$ cat src/rtl/col_pkg.sv
// Shared types for the colour-quantiser pipeline: channel-select codes,
// the configuration word and the config FSM states.
package col_pkg;

    localparam logic [1:0] SEL_R   = 2'b00;
    localparam logic [1:0] SEL_G   = 2'b01;
    localparam logic [1:0] SEL_B   = 2'b10;
    localparam logic [1:0] SEL_ALL = 2'b11;

    typedef struct packed {
        logic [2:0] shift;
        logic [1:0] sels;
    } cfg_t;

    localparam cfg_t CFG_PASS = '{shift: 3'd0, sels: SEL_ALL};

    typedef enum logic [0:0] {
        ST_ACTIVE  = 1'b0,
        ST_PENDING = 1'b1
    } cfg_state_t;

endpackage

$ cat src/rtl/col_quant_chan.sv
// Combinational single-channel quantiser: zeroes the low 'shift' bits.
// With COLQ_ROUND_EN defined it rounds to nearest first, saturating on overflow.
module col_quant_chan #(
    parameter int CH_W = 6
) (
    input  logic [CH_W-1:0] ch_i,
    input  logic [2:0]      shift_i,
    input  logic            en_i,
    output logic [CH_W-1:0] q_o
);

    logic [CH_W-1:0] mask_s;
    logic [CH_W-1:0] quant_s;
`ifdef COLQ_ROUND_EN
    logic [CH_W:0]   half_s;
    logic [CH_W:0]   sum_s;
`endif

    // Build the keep-mask, optionally round, then apply the mask when enabled.
    always_comb begin
        // A shift at or beyond CH_W shifts every one out, giving an all-zero mask.
        mask_s = {CH_W{1'b1}} << shift_i;
`ifdef COLQ_ROUND_EN
        if (shift_i != 3'd0) begin
            half_s = {{CH_W{1'b0}}, 1'b1} << (shift_i - 3'd1);
        end else begin
            half_s = '0;
        end
        sum_s = {1'b0, ch_i} + half_s;
        if (sum_s[CH_W]) begin
            quant_s = mask_s;
        end else begin
            quant_s = sum_s[CH_W-1:0] & mask_s;
        end
`else
        quant_s = ch_i & mask_s;
`endif
        if (en_i) begin
            q_o = quant_s;
        end else begin
            q_o = ch_i;
        end
    end

endmodule

$ cat src/rtl/col_quant_pipe.sv
// N-pixel RGB quantiser with delay-matched address/valid and frame-aligned
// config updates. Optional round-to-nearest under macro COLQ_ROUND_EN.
module col_quant_pipe
    import col_pkg::*;
#(
    parameter int PIX_PER_WORD = 2,
    parameter int CH_W         = 6,
    parameter int ADDR_W       = 19,
    parameter int DELAY        = 40,
    parameter int DW           = PIX_PER_WORD * 3 * CH_W
) (
    input  logic              clk,
    input  logic              reset,
    input  logic              frame_start,
    input  logic              in_valid,
    input  logic [DW-1:0]     in_pixs,
    input  logic [ADDR_W-1:0] in_addr,
    input  logic [2:0]        switch_vals,
    input  logic [1:0]        switch_sels,
    input  logic              change,
    output logic [DW-1:0]     out_pixs,
    output logic [ADDR_W-1:0] out_addr,
    output logic              out_valid,
    output logic              cfg_pending
);

    cfg_state_t        state_q, state_d;
    cfg_t              active_q, active_d;
    cfg_t              pending_q, pending_d;
    logic              change_q;
    logic              cfg_pending_q;

    cfg_t              sw_cfg_s;
    cfg_t              cfg_use_s;
    logic              change_edge_s;
    logic [2:0]        chan_en_s;
    logic [DW-1:0]     quant_d;

    logic [DW-1:0]     data_q  [0:DELAY];
    logic [ADDR_W-1:0] addr_q  [0:DELAY];
    logic              valid_q [0:DELAY];

    assign sw_cfg_s      = cfg_t'{shift: switch_vals, sels: switch_sels};
    assign change_edge_s = change & ~change_q;

    // A pending config takes effect on the very pixel that carries frame_start.
    always_comb begin
        if ((state_q == ST_PENDING) && frame_start) begin
            cfg_use_s = pending_q;
        end else begin
            cfg_use_s = active_q;
        end
    end

    // Decode the channel selection; bit 0 = R, bit 1 = G, bit 2 = B.
    always_comb begin
        chan_en_s = 3'b000;
        case (cfg_use_s.sels)
            SEL_R:   chan_en_s = 3'b001;
            SEL_G:   chan_en_s = 3'b010;
            SEL_B:   chan_en_s = 3'b100;
            SEL_ALL: chan_en_s = 3'b111;
            default: chan_en_s = 3'b000;
        endcase
    end

    for (genvar p = 0; p < PIX_PER_WORD; p++) begin : g_pix
        for (genvar c = 0; c < 3; c++) begin : g_ch
            // Pixel 0 sits in the MSBs; within a pixel the order is R, G, B.
            localparam int LSB = (PIX_PER_WORD - 1 - p) * 3 * CH_W + (2 - c) * CH_W;
            col_quant_chan #(.CH_W(CH_W)) u_chan (
                .ch_i    (in_pixs[LSB +: CH_W]),
                .shift_i (cfg_use_s.shift),
                .en_i    (chan_en_s[c]),
                .q_o     (quant_d[LSB +: CH_W])
            );
        end
    end

    // Config FSM next-state: capture on change edge, apply on frame boundary.
    always_comb begin
        state_d   = state_q;
        active_d  = active_q;
        pending_d = pending_q;
        case (state_q)
            ST_ACTIVE: begin
                if (change_edge_s) begin
                    pending_d = sw_cfg_s;
                    state_d   = ST_PENDING;
                end else begin
                    state_d   = ST_ACTIVE;
                end
            end
            ST_PENDING: begin
                if (frame_start) begin
                    active_d = pending_q;
                    state_d  = change_edge_s ? ST_PENDING : ST_ACTIVE;
                end else begin
                    state_d  = ST_PENDING;
                end
                if (change_edge_s) begin
                    pending_d = sw_cfg_s;
                end else begin
                    pending_d = pending_q;
                end
            end
            default: begin
                state_d = ST_ACTIVE;
            end
        endcase
    end

    // Config FSM state, active/pending configs and the change edge register.
    always_ff @(posedge clk) begin
        if (!reset) begin
            state_q       <= ST_ACTIVE;
            active_q      <= CFG_PASS;
            pending_q     <= CFG_PASS;
            change_q      <= 1'b0;
            cfg_pending_q <= 1'b0;
        end else begin
            state_q       <= state_d;
            active_q      <= active_d;
            pending_q     <= pending_d;
            change_q      <= change;
            cfg_pending_q <= (state_d == ST_PENDING);
        end
    end

    // Stage 0 registers the quantised word; stages 1..DELAY are a pure shift.
    always_ff @(posedge clk) begin
        if (!reset) begin
            for (int s = 0; s <= DELAY; s++) begin
                data_q[s]  <= '0;
                addr_q[s]  <= '0;
                valid_q[s] <= 1'b0;
            end
        end else begin
            data_q[0]  <= quant_d;
            addr_q[0]  <= in_addr;
            valid_q[0] <= in_valid;
            for (int s = 1; s <= DELAY; s++) begin
                data_q[s]  <= data_q[s-1];
                addr_q[s]  <= addr_q[s-1];
                valid_q[s] <= valid_q[s-1];
            end
        end
    end

    assign out_pixs    = data_q[DELAY];
    assign out_addr    = addr_q[DELAY];
    assign out_valid   = valid_q[DELAY];
    assign cfg_pending = cfg_pending_q;

endmodule

$ cat config.mk
export PLATFORM = sky130hd
export DESIGN_NAME = col_quant_pipe
export DESIGN_NICKNAME = d
export VERILOG_FILES = /design/src/rtl/col_pkg.sv /design/src/rtl/col_quant_chan.sv /design/src/rtl/col_quant_pipe.sv
export SDC_FILE = /design/constraint.sdc
export NUM_CORES = 2
export LEC_CHECK = 0
export CELL_PAD_IN_SITES_DETAIL_PLACEMENT = 0
export CELL_PAD_IN_SITES_GLOBAL_PLACEMENT = 2
export CORE_ASPECT_RATIO = 0.9
export CORE_MARGIN = 2
export CORE_UTILIZATION = 38
export CTS_BUF_LIST = sky130_fd_sc_hd__clkbuf_8
export CTS_CLUSTER_SIZE = 20
export DETAILED_ROUTE_END_ITERATION = 8
export GPL_TIMING_DRIVEN = 1
export PLACE_DENSITY_LB_ADDON = 0.1
export REMOVE_ABC_BUFFERS = 1
export SETUP_SLACK_MARGIN = 0.15
export SYNTH_ARGS = -nofsm -noshare
export SYNTH_HDL_FRONTEND = slang
export SYNTH_SLANG_ARGS = --single-unit
export TNS_END_PERCENT = 20
$ cat constraint.sdc
create_clock -name clk -period 1.3 [get_ports clk]
set_input_delay 0.13 -clock clk [delete_from_list [all_inputs] [get_ports clk]]
set_output_delay 0.13 -clock clk [all_outputs]
set_load 0.005 [all_outputs]
==> results.sh <==
export IMPL_status="finished with violations"
export IMPL_violations="setup timing"
export IMPL_multi_input_area_sq_mm=0.0148
export IMPL_cts_tree="built"
export IMPL_syn_inst=4992
export IMPL_cts_clk_slew_worst_paths_ns=0.06
export IMPL_grt_pass1_wl_um=124000
export IMPL_final_util=0.452
export IMPL_drt_first_pass_iters=4
export IMPL_seq_area_frac_synth=0.740
export IMPL_fin_cells=7748
export IMPL_die_height_um=389
export IMPL_grt_use_total=0.0848
export IMPL_finalSetupViolCount=93
export IMPL_slew_headroom=0.717
export IMPL_dieWidth_um=431
export IMPL_fin_crit_ns=1.59
export IMPL_max_slew_worst_pin_slew_ns=0.423
export IMPL_rows=141
export IMPL_finalHoldViolations=0
export IMPL_via_per_inst=3.81
export IMPL_gp_congestion=0.664
export IMPL_synth_area_per_cell_sq_um=12.5
export IMPL_htree_levels=5
export IMPL_drv_slew=0
export IMPL_rsz0062_at_grt="yes"
export IMPL_cts_buffer_depth=4
export IMPL_root_buffer="clkbuf_8"
export IMPL_dp_slack_ns=-0.467
export IMPL_post_route_period_util=1.22
export IMPL_layout_drive_gt1_share=0.120
export IMPL_drc=0
export IMPL_arrival_ns=1.46
export IMPL_fp_coreArea_sq_mm=0.164
export IMPL_num_vias=29500
export IMPL_crit_fanout=2
export IMPL_end_kind="output port"
export IMPL_synthDistinctLibCells=32
export IMPL_syn2layout_area_growth_pct=18.4
export IMPL_regArea_sq_mm=0.0462
export IMPL_cts_buffers=379
export IMPL_grt_pass1_vias=27900
export IMPL_leakagePower_uw=0.0316
export IMPL_dp_cells=7032
export IMPL_place_area_sq_mm=0.0661
export IMPL_insertion_delay_ns=0.95
export IMPL_grt_busiest_layer="met2"
export IMPL_crit_type="flop to output port"
export IMPL_wl_um=70000
export IMPL_die_area_sq_mm=0.168
export IMPL_final_cell_mix="2,299 x dfxtp_1, 2,261 x and2_1, 482 x clkbuf_8, 156 x inv_1, 64 x dlygate4sd3_1"
export IMPL_final_fill_count=15300
export IMPL_drt_initial_drc_count=939
export IMPL_grt_overflow_total=0
export IMPL_nNetsFinal=5399
export IMPL_portBuffers=121
export IMPL_vdd_drop_max_mv=0.845
export IMPL_min_path_type="input port to flop"
export IMPL_io_pins=122
export IMPL_required_ns=1.17
export IMPL_dp_hpwl_um=31000
export IMPL_layout_commonest_cell="dfxtp_1"
export IMPL_use_met3=0.0321
export IMPL_final_area_sq_mm=0.0739
export IMPL_drv_cap=0
export IMPL_setup_ws_ns=-0.288
export IMPL_pwr_density_cell_mw_per_mm2=1790
export IMPL_startpoint_type="flop"
export IMPL_yosys_warnings=0
export IMPL_cts_sinks=2308
export IMPL_start_util=0.381
export IMPL_synth_seq_cells=2308
export IMPL_clock_skew_ns=0.0228
export IMPL_wl_per_cell_um=9.04
export IMPL_grt_util_met1=0.103
export IMPL_grt_max_degree=127
export IMPL_ant_nets=0
export IMPL_max_freq_mhz=630
export IMPL_netlist_area_sq_mm=0.0624
export IMPL_grtUsageMet2=0.125
export IMPL_antenna_found_initial=1
==> timing repair <==
| item | in CTS | in global routing |
|---|---|---|
| setup endpoints to repair | 96 | 97 |
| setup buffers | 2 | 0 |
| pin swaps | 12 | 4 |
| resized for setup | 246 | 8 |
| endpoints found under the hold margin | 2308 | 0 |
| cloned | 0 | 0 |
| hold buffers | 64 | 0 |
==> worst max-delay path, cell delays in order (launching register included) <==
cell and delay (ns):
dfxtp_2 0.32, buf_6 0.11, buf_6 0.10
==> logic make-up after synthesis <==
family,synth area share
AO/OA/AOI/OAI,0.00289
XOR/XNOR,0.000281
buffers and inverters,0.0232
flip-flops,0.740
multiplexers,0.00192
AND/OR/NAND/NOR,0.232
==> per-stage QoR <==
step / power, uW / hold WS [ns] / setup TNS, ns
floorplan: 72900 / 0.192 / -0.475
global placement: 74500 / 0.412 / -14.08
detailed placement: 74500 / 0.414 / -14.16
CTS: 136000 / -0.0146 / -21.19
global route: 139000 / 0.0912 / -22.31
finish: 132000 / 0.189 / -12.21
==> per-layer routing <==
metal | vias to the layer above | wire length (um)
li1 | 15800 | -
met1 | 12900 | 34100
met2 | 522 | 28000
met3 | 320 | 4410
met4 | 0 | 3510
met5 | - | 0
==> cell type report <==
cell class                 instances  area share
sequential                      2308       0.625
antenna                            2   0.0000677
inverter                           9    0.000457
tap                             2145      0.0363
clock inverter                   166     0.00992
clock buffer                     482      0.0897
timing repair buffer             274      0.0377
multi-input combinational       2362       0.201
==> where the power goes <==
| group | internal (uW) | leakage, uW | switching, uW |
|---|---|---|---|
| clock | 33500 | 0.00434 | 25900 |
| sequential | 71100 | 0.0186 | 66.9 |
| combinational | 867 | 0.00861 | 1020 |
==> worst paths after layout <==
check	start	to	slack, ns	depth (start not counted)
hold reg to reg	data_q[0][489]$_SDFF_PN0_	data_q[0][525]$_SDFF_PN0_	0.41	1
setup reg to reg	cfg_pending$_SDFF_PN0_	data_q[0][35]$_SDFF_PN0_	-0.16	7
setup / recovery	cfg_pending$_SDFF_PN0_	cfg_pending	-0.29	2
hold / removal	frame_start	active_q[2]$_SDFFE_PN0N_	0.19	4
==> cells in the mapped netlist (all sizes together) <==
cell type / n / area, sq um
a211oi: 1 / 7.51
a21bo: 1 / 10.0
a21boi: 3 / 22.5
a21o: 2 / 15.0
a21oi: 4 / 20.0
a31oi: 3 / 18.8
and2: 2261 / 14100
and2b: 1 / 7.51
and3: 12 / 75.1
and4: 3 / 26.3
buf: 75 / 519
clkbuf: 238 / 893
dfxtp: 2308 / 46200
inv: 9 / 33.8
mux2i: 10 / 120
nand2: 18 / 70.1
nand2b: 2 / 12.5
nand3: 1 / 5.00
nor2: 20 / 75.1
nor2b: 6 / 37.5
o211a: 4 / 40.0
o211ai: 1 / 7.51
o21a: 1 / 7.51
o21ai: 4 / 20.0
o21bai: 1 / 11.3
or2: 1 / 6.26
xor2: 2 / 17.5
==> flip-flops by register name, summed over array words and instances (netlist names) <==
signal and count:
active_q 5, addr_q 779, cfg_pending 1, change_q 1, data_q 1476, pending_q 5
valid_q 41
No activity file was read; power rests on OpenSTA's default activity.
